**src/rtl/routing_pkg.sv**
```systemverilog
// Shared definitions for the routing block and its configuration loader.
//   CFG_W_DFLT : default width of the routing-block configuration word
//   TRACKS     : number of routing tracks in the routing block
//   ld_state_e : loader state encoding
package routing_pkg;

  localparam int CFG_W_DFLT = 36;
  localparam int TRACKS     = 3;

  typedef enum logic [1:0] {
    IDLE   = 2'd0,
    SHIFT  = 2'd1,
    PARITY = 2'd2,
    COMMIT = 2'd3
  } ld_state_e;

endpackage

```
**src/rtl/cfg_shift_reg.sv**
```systemverilog
// Serial-to-parallel shift register with beat counter and running parity.
//   clk, rst_n : clock, asynchronous active-low reset
//   clr        : clear register, counter and parity at the start of a load
//   shift_en   : accept din as the next (lower) bit of the word
//   din        : serial data bit, MSB first
//   sreg       : word assembled so far
//   par        : XOR of every bit shifted in since the last clear
//   last       : the next shifted bit completes the word
module cfg_shift_reg
  import routing_pkg::*;
#(
  parameter int CFG_W = CFG_W_DFLT
) (
  input  logic             clk,
  input  logic             rst_n,
  input  logic             clr,
  input  logic             shift_en,
  input  logic             din,
  output logic [CFG_W-1:0] sreg,
  output logic             par,
  output logic             last
);

  localparam int CNT_W = $clog2(CFG_W + 1);

  // Counts up to CFG_W at most: the loader stops shifting once the word is full.
  logic [CNT_W-1:0] cnt;

  always_ff @(posedge clk or negedge rst_n) begin
    if (!rst_n) begin
      sreg <= '0;
      cnt  <= '0;
      par  <= 1'b0;
    end else if (clr) begin
      sreg <= '0;
      cnt  <= '0;
      par  <= 1'b0;
    end else if (shift_en) begin
      sreg <= {sreg[CFG_W-2:0], din};
      cnt  <= cnt + 1'b1;
      par  <= par ^ din;
    end
  end

  assign last = (cnt == CNT_W'(CFG_W - 1));

endmodule

```
**src/rtl/bidir_cfg_loader.sv**
```systemverilog
// Loads a routing-block configuration word from a serial bitstream, checks an
// even-parity trailer bit and commits the word atomically to cfg_out.
//   clk, rst_n : clock, asynchronous active-low reset
//   start      : begin a load (only honoured while idle)
//   abort      : cancel a load in progress
//   din        : serial data, MSB first, followed by one parity bit
//   din_valid  : din carries a bit this cycle
//   din_ready  : loader accepts a bit this cycle
//   cfg_out    : committed configuration word
//   cfg_update : one-cycle pulse coincident with a new cfg_out value
//   busy       : loader is not idle
//   err        : sticky parity-error flag, cleared by the next start
module bidir_cfg_loader
  import routing_pkg::*;
#(
  parameter int CFG_W = CFG_W_DFLT
) (
  input  logic             clk,
  input  logic             rst_n,
  input  logic             start,
  input  logic             abort,
  input  logic             din,
  input  logic             din_valid,
  output logic             din_ready,
  output logic [CFG_W-1:0] cfg_out,
  output logic             cfg_update,
  output logic             busy,
  output logic             err
);

  ld_state_e        state;
  ld_state_e        state_nxt;
  logic             clr;
  logic             shift_en;
  logic             par_fail;
  logic             par;
  logic             last;
  logic [CFG_W-1:0] sreg;

  cfg_shift_reg #(.CFG_W(CFG_W)) u_sreg (
    .clk      (clk),
    .rst_n    (rst_n),
    .clr      (clr),
    .shift_en (shift_en),
    .din      (din),
    .sreg     (sreg),
    .par      (par),
    .last     (last)
  );

  // abort takes priority over a beat arriving in the same cycle, so a
  // cancelled beat never reaches the shift register or the parity check.
  always_comb begin
    state_nxt = state;
    din_ready = 1'b0;
    clr       = 1'b0;
    shift_en  = 1'b0;
    par_fail  = 1'b0;
    case (state)
      IDLE: begin
        if (start) begin
          state_nxt = SHIFT;
          clr       = 1'b1;
        end
      end
      SHIFT: begin
        din_ready = 1'b1;
        if (abort) begin
          state_nxt = IDLE;
        end else if (din_valid) begin
          shift_en = 1'b1;
          if (last) state_nxt = PARITY;
        end
      end
      PARITY: begin
        din_ready = 1'b1;
        if (abort) begin
          state_nxt = IDLE;
        end else if (din_valid) begin
          par_fail  = par ^ din;
          state_nxt = (par ^ din) ? IDLE : COMMIT;
        end
      end
      COMMIT: begin
        state_nxt = IDLE;
      end
      default: begin
        state_nxt = IDLE;
      end
    endcase
  end

  assign busy = (state != IDLE);

  always_ff @(posedge clk or negedge rst_n) begin
    if (!rst_n) begin
      state      <= IDLE;
      cfg_out    <= '0;
      cfg_update <= 1'b0;
      err        <= 1'b0;
    end else begin
      state      <= state_nxt;
      cfg_update <= (state == COMMIT);
      // cfg_out only moves here, so the fabric never sees a partial word.
      if (state == COMMIT) cfg_out <= sreg;
      if (clr)           err <= 1'b0;
      else if (par_fail) err <= 1'b1;
    end
  end

endmodule

```
**config.mk**
```make
export PLATFORM = sky130hd
export DESIGN_NAME = bidir_cfg_loader
export DESIGN_NICKNAME = d
export VERILOG_FILES = /design/src/rtl/routing_pkg.sv /design/src/rtl/cfg_shift_reg.sv /design/src/rtl/bidir_cfg_loader.sv
export SDC_FILE = /design/constraint.sdc
export NUM_CORES = 1
export LEC_CHECK = 0
export CAP_MARGIN = 20
export CORE_ASPECT_RATIO = 1.5
export CORE_MARGIN = 2
export CORE_UTILIZATION = 51
export CTS_BUF_LIST = sky130_fd_sc_hd__clkbuf_2 sky130_fd_sc_hd__clkbuf_4 sky130_fd_sc_hd__clkbuf_8
export DETAILED_ROUTE_END_ITERATION = 12
export HOLD_SLACK_MARGIN = 0.1
export PLACE_DENSITY = 0.86
export SLEW_MARGIN = 10
export SYNTH_ARGS = -nofsm -noshare
export SYNTH_HDL_FRONTEND = slang
export SYNTH_SLANG_ARGS = --single-unit
export TNS_END_PERCENT = 5
```
**constraint.sdc**
```tcl
create_clock -name clk -period 1.4 [get_ports clk]
set_input_delay 0.35 -clock clk [delete_from_list [all_inputs] [get_ports clk]]
set_output_delay 0.35 -clock clk [all_outputs]
set_load 0.02 [all_outputs]
```
Word-level counts from Yosys, hierarchy flattened
Index checks and enable logic that the tools add are counted.
{"block": "totals", "reg_bits": 83, "latch_bits": 0, "mem_bits_rw": 0, "rom_bits": 0, "input_bits": 6, "output_inout_bits": 40, "word_cells": 48, "n_memories": 0}
{"block": "op_classes", "add_sub_neg": 1, "multipliers": 0, "div": 0, "n_lt_le_gt_ge": 0, "n_eq_ne": 8, "n_shift": 0, "n_mux": 25, "bitwise": 1, "n_reduce_logical": 6}
{"op": "2-to-1 mux 36 bit", "count": 2}
{"op": "2-to-1 mux 2 bit", "count": 7}
{"op": "2-to-1 mux 1 bit", "count": 13}
{"op": "2-to-1 mux 6 bit", "count": 2}
{"op": "inequality test 3 bit (second input constant)", "count": 3}
{"op": "case mux 2 bit (4 select lines)", "count": 1}
{"op": "adder 6 x 1 -> 6 bit (second input constant)", "count": 1}
{"op": "equality test 6 bit (second input constant)", "count": 1}
{"op": "nonzero test 2 bit", "count": 3}
{"op": "equality test 2 bit (second input constant)", "count": 2}
{"op": "AND reduction 4 bit", "count": 1}
{"op": "equality test 2 x 1 -> 1 bit (second input constant)", "count": 1}
{"op": "zero test 2 bit", "count": 1}
{"op": "inequality test 2 bit (second input constant)", "count": 1}
{"op": "OR reduction 2 bit", "count": 1}
{"op": "XOR 1 bit", "count": 1}

Longest topological paths before layout
{"block": "logic_depth", "depth_word": 6, "ltp_mapped": 8}

Hierarchy
Synthesis repeated with hierarchy kept, for this count alone.
{"block": "unflattened", "hier_cells": 254, "hier_area_um2": 3405.8}
{"mod": "cfg_shift_reg", "instances": 1, "cells_per_inst": 148, "area_per_inst_um2": 1764.2}
{"mod": "bidir_cfg_loader", "instances": 1, "cells_per_inst": 106, "area_per_inst_um2": 1641.6}

Least setup slack after synthesis
No wires, ideal clock.
{"block": "synth_path", "kind": "register -> register", "start": "register u_sreg.cnt[0]", "end": "register state[1]", "setup_ns": 0.125, "t_arrival_ns": 1.388, "required_ns": 1.275, "slack_ns": -0.113, "path_stages_with_launch": 6, "path_cell_list": "dfrtp_1 > ha_1 > nand4b_1 > nor3_1 > o32a_4 > mux2_4"}
{"block": "synth_between", "elab_chain_len": 3}
{"item": "from (decl)", "line_no": "cfg_shift_reg.sv:27", "rtl": "logic [CNT_W-1:0] cnt;"}
{"item": "from (signal assigned)", "line_no": "cfg_shift_reg.sv:40", "rtl": "cnt <= cnt + 1'b1;"}
{"item": "equality test 6 bit", "line_no": "cfg_shift_reg.sv:45", "rtl": "assign last = (cnt == CNT_W'(CFG_W - 1));"}
{"item": "inequality test 3 bit (no source line)"}
{"item": "AND reduction 4 bit (no source line)"}
{"item": "to (signal assigned)", "line_no": "bidir_cfg_loader.sv:102", "rtl": "state <= state_nxt;"}
{"item": "to (decl)", "line_no": "bidir_cfg_loader.sv:31", "rtl": "ld_state_e state;"}
No other way between the ends.
A chain may end at the register's enable or synchronous reset.

Final worst setup path
{"block": "layout_path", "start": "register state[0]", "end": "output din_ready"}
{"block": "layout_between", "elab_chain_len": 3, "word_cells_on_any_way": 4, "classes_between": "eq/ne: 2; mux: 1; reduce/logical: 1"}
{"item": "equality test 2 bit / equality test 2 x 1 -> 1 bit (equally long branches)", "line_no": "bidir_cfg_loader.sv:59", "rtl": "case (state)"}
{"item": "OR reduction 2 bit (no source line) *"}
{"item": "2-to-1 mux 1 bit *", "line_no": "bidir_cfg_loader.sv:59"}
{"item": "to (decl)", "line_no": "bidir_cfg_loader.sv:24", "rtl": "output logic din_ready,"}
Every way passes the cells marked *; elsewhere a longest branch is shown, timed or not.

==> results.json <==
{
  "row_count": 36,
  "crit_path_frequent_cell": "buf_6",
  "initial_core_util_pct": 52.1,
  "finalCoreUtilization_pct": 67.2,
  "worst_skew_pair.late_latency_ns": 0.34,
  "route.detailed.vias_per_inst": 5.28,
  "worst-path-buf-inv": 3,
  "endpoint_kind": "output pin",
  "antenna-diode-count": 0,
  "port_buffers": 45,
  "grt.met1_usage_pct": 24.7,
  "design.die.area_mm2": 0.00726,
  "area_delta_synth_final_pct": 28.9,
  "yosysMostFrequentCell": "dfrtp_1",
  "clk_pin_slew_worst_paths_ns": 0.08,
  "setup_violations": 65,
  "crit_path_max_incr_delay_ns": 0.40,
  "start_kind": "flop",
  "kind_of_cell_adding_the_most_delay_to_the_critical_path": "flip-flops",
  "layout_setup_ws_ns": -0.219,
  "finalNonFillerCells": 435,
  "post-place-ws_ns": -0.424,
  "leakagePower_uw": 0.00208,
  "cell_variety_after_synth": 24,
  "ant_nets": 0,
  "drive_gt1_share_pct": 34.3,
  "critical_path.max_fanout": 2,
  "worst_clock_skew_ns": 0.00707,
  "gr-total-overflow": 0,
  "layout.nets": 366,
  "cp_data_required_time_ns": 1.05,
  "cts_num_sinks": 83,
  "final_critical_path_time_including_i_o_delays_and_setup_ns": 1.62,
  "grt_setup_unrepaired": "true",
  "final_slew_viol_count": 0,
  "max-cap-violations": 0,
  "number_of_drc_violations_after_detailed_routing_iteration_0": 166,
  "place.gp.congestion": 0.839,
  "tritoncts_clock_tree": "done",
  "max-slew-margin-rel_pct": 74.0,
  "post-dp-hpwl_mm": 4.12,
  "gr-max-usage-layer": "met2",
  "post_synth_instance_area_mm2": 0.00336,
  "power.density_cell_area_mw_per_mm2": 1510,
  "core_area_mm2": 0.00644,
  "antenna_violations_before_repair": 0,
  "via_count_of_the_first_global_routing_pass": 2270,
  "groute.layer.met3.usage_pct": 3.39,
  "fmax_ghz": 0.617,
  "dieWidth_um": 70.3,
  "netlist.top_cell.by_area": "dfrtp_1",
  "floorplan.io_pins": 46,
  "violations": "setup timing",
  "mean_post_synth_cell_area_um2": 11.5,
  "report.final.hold_viol_count": 0,
  "routed_wire_length_per_instance_um": 14.9,
  "filler_cell_count": 489,
  "grtUsageTotal_pct": 19.0,
  "yosysTopAreaCellShare_pct": 61.8,
  "die_h_um": 103,
  "post_synth_main_area_contributors": "dfrtp_1 (62%), mux2_2 (12%), nand2_1 (8.5%), a21oi_1 (6.0%), ha_1 (2.2%)",
  "synthTopCellsByCount": "dfrtp_1 (83), nand2_1 (76), a21oi_1 (40)",
  "worst_pin_slew_ns": 0.387,
  "run_status": "complete, but fails checks",
  "global_route_wire_length_before_repair_mm": 10.9,
  "synth.ff_latch_count": 83,
  "postSynthNetCount": 303,
  "root_buffer_selected_by_cts": "clkbuf_8",
  "clock_path_buffers": 2,
  "ys.warnings.count": 0,
  "fin_setup_tns_ns": -4.12,
  "hold_path_class": "reg2reg",
  "synth_edf_count": 0,
  "critical_path.slowest_cell": "dfrtp_1",
  "grt_max_degree": 45,
  "synth_seq_area_share_pct": 61.8,
  "worstSetupPathType": "reg2out",
  "design_power_total_uw": 6550,
  "h-tree-depth": 3,
  "cts_inserted_buffers": 9,
  "dp_cells": 414,
  "grtUsageMet2_pct": 32.4,
  "drt_first_pass_iters": 4,
  "finalCritPeriodShare_pct": 116,
  "syn_inst": 291,
  "via_count": 2297,
  "ys.flop_type": "dfrtp_1",
  "endpoint_arrival_time_on_the_critical_path_ns": 1.27,
  "async_flop_share_pct": 100,
  "path_cells": "inv_2 -> buf_6 -> ha_4 -> buf_6",
  "power.ir.vdd_worst_mv": 0.918,
  "drc": 0,
  "drt-total-wl_mm": 6.47
}
registers in the layout, summed over array words and instances (netlist names):
register,cells
u_sreg.sreg,36
u_sreg.cnt,6
cfg_out,36
cfg_update,1
err,1
u_sreg.par,1
state,2
path summary, 6_finish.rpt:
kind,startpoint,end,slack (ns),cells after the start
min in group asynchronous,rst_n,u_sreg.sreg[20],0.53,3
max in group asynchronous,rst_n,cfg_update,0.65,3
min,cfg_out[29],cfg_out[29],0.51,1
max,state[0],din_ready,-0.22,4
min reg2reg,cfg_out[29],cfg_out[29],0.51,1
max reg2reg,state[0],state[1],-0.20,6
placed cells by master, fill, tap and decap left out, types with 5 or more instances in the layout:
cell type,instances
buf_4,10
nand2_1,75
nor2_1,7
clkbuf_2,25
dfrtp_1,83
buf_12,10
clkdlybuf4s15_1,10
buf_6,6
mux2_2,35
xor2_1,5
a21oi_1,36
clkbuf_8,10
where the power goes:
part / total (uW) / internal (uW) / switching, uW / leakage [uW]
Clock: 1910 / 1060 / 848 / 0.000117
Sequential: 2610 / 2520 / 93.1 / 0.00115
Combinational: 2030 / 994 / 1040 / 0.000813
kinds of logic after synthesis:
kind of cell	count (synthesis)	synth area share, %
and+or+nand+nor	93	11.4
DFF	83	61.8
AOI/OAI and AO/OA	42	6.82
muxes	38	12.8
buffers and inverters	22	3.09
xor gates and xnor gates	7	1.83
adders and majority gates	6	2.24
layer usage:
layer,wire [um],vias up
met5,0,-
met4,66,0
met3,192,5
met2,3480,46
met1,2730,1154
li1,-,1092
metrics by stage:
step	hold WS (ns)	cell area, um2
2_1_floorplan	0.0544	3370
3_3_place_gp	0.349	4090
3_5_place_dp	0.351	4090
4_1_cts	0.508	4360
5_1_grt	0.522	4330
6_report	0.508	4330
worst reg2reg max path, cell delays in order, from the launching register on:
cell and delay, ns:
dfrtp_1 0.42, inv_2 0.09, buf_4 0.14, ha_4 0.15, a21oi_1 0.08, o32a_4 0.33
mux2_4 0.29
final cells by class:
| type | count | area (um2) | area share [%] |
|---|---|---|---|
| tap | 76 | 95.1 | 2.20 |
| sequential | 83 | 2080 | 48.0 |
| clock buffer | 10 | 138 | 3.18 |
| timing repair buffer | 69 | 649 | 15.0 |
| clock inverter | 6 | 87.6 | 2.02 |
| multi-input combinational | 186 | 1260 | 29.1 |
| inverter | 5 | 21.3 | 0.491 |
timing repair:
| action | in CTS | in global routing |
|---|---|---|
| buffers inserted | 0 | 4 |
| pin swaps | 0 | 3 |
| hold endpoints to repair | 83 | 0 |
| hold buffers | 1 | 0 |
| gates resized for setup | 82 | 50 |
| setup endpoints to repair | 109 | 84 |
Power figures use the tool's default switching activity.
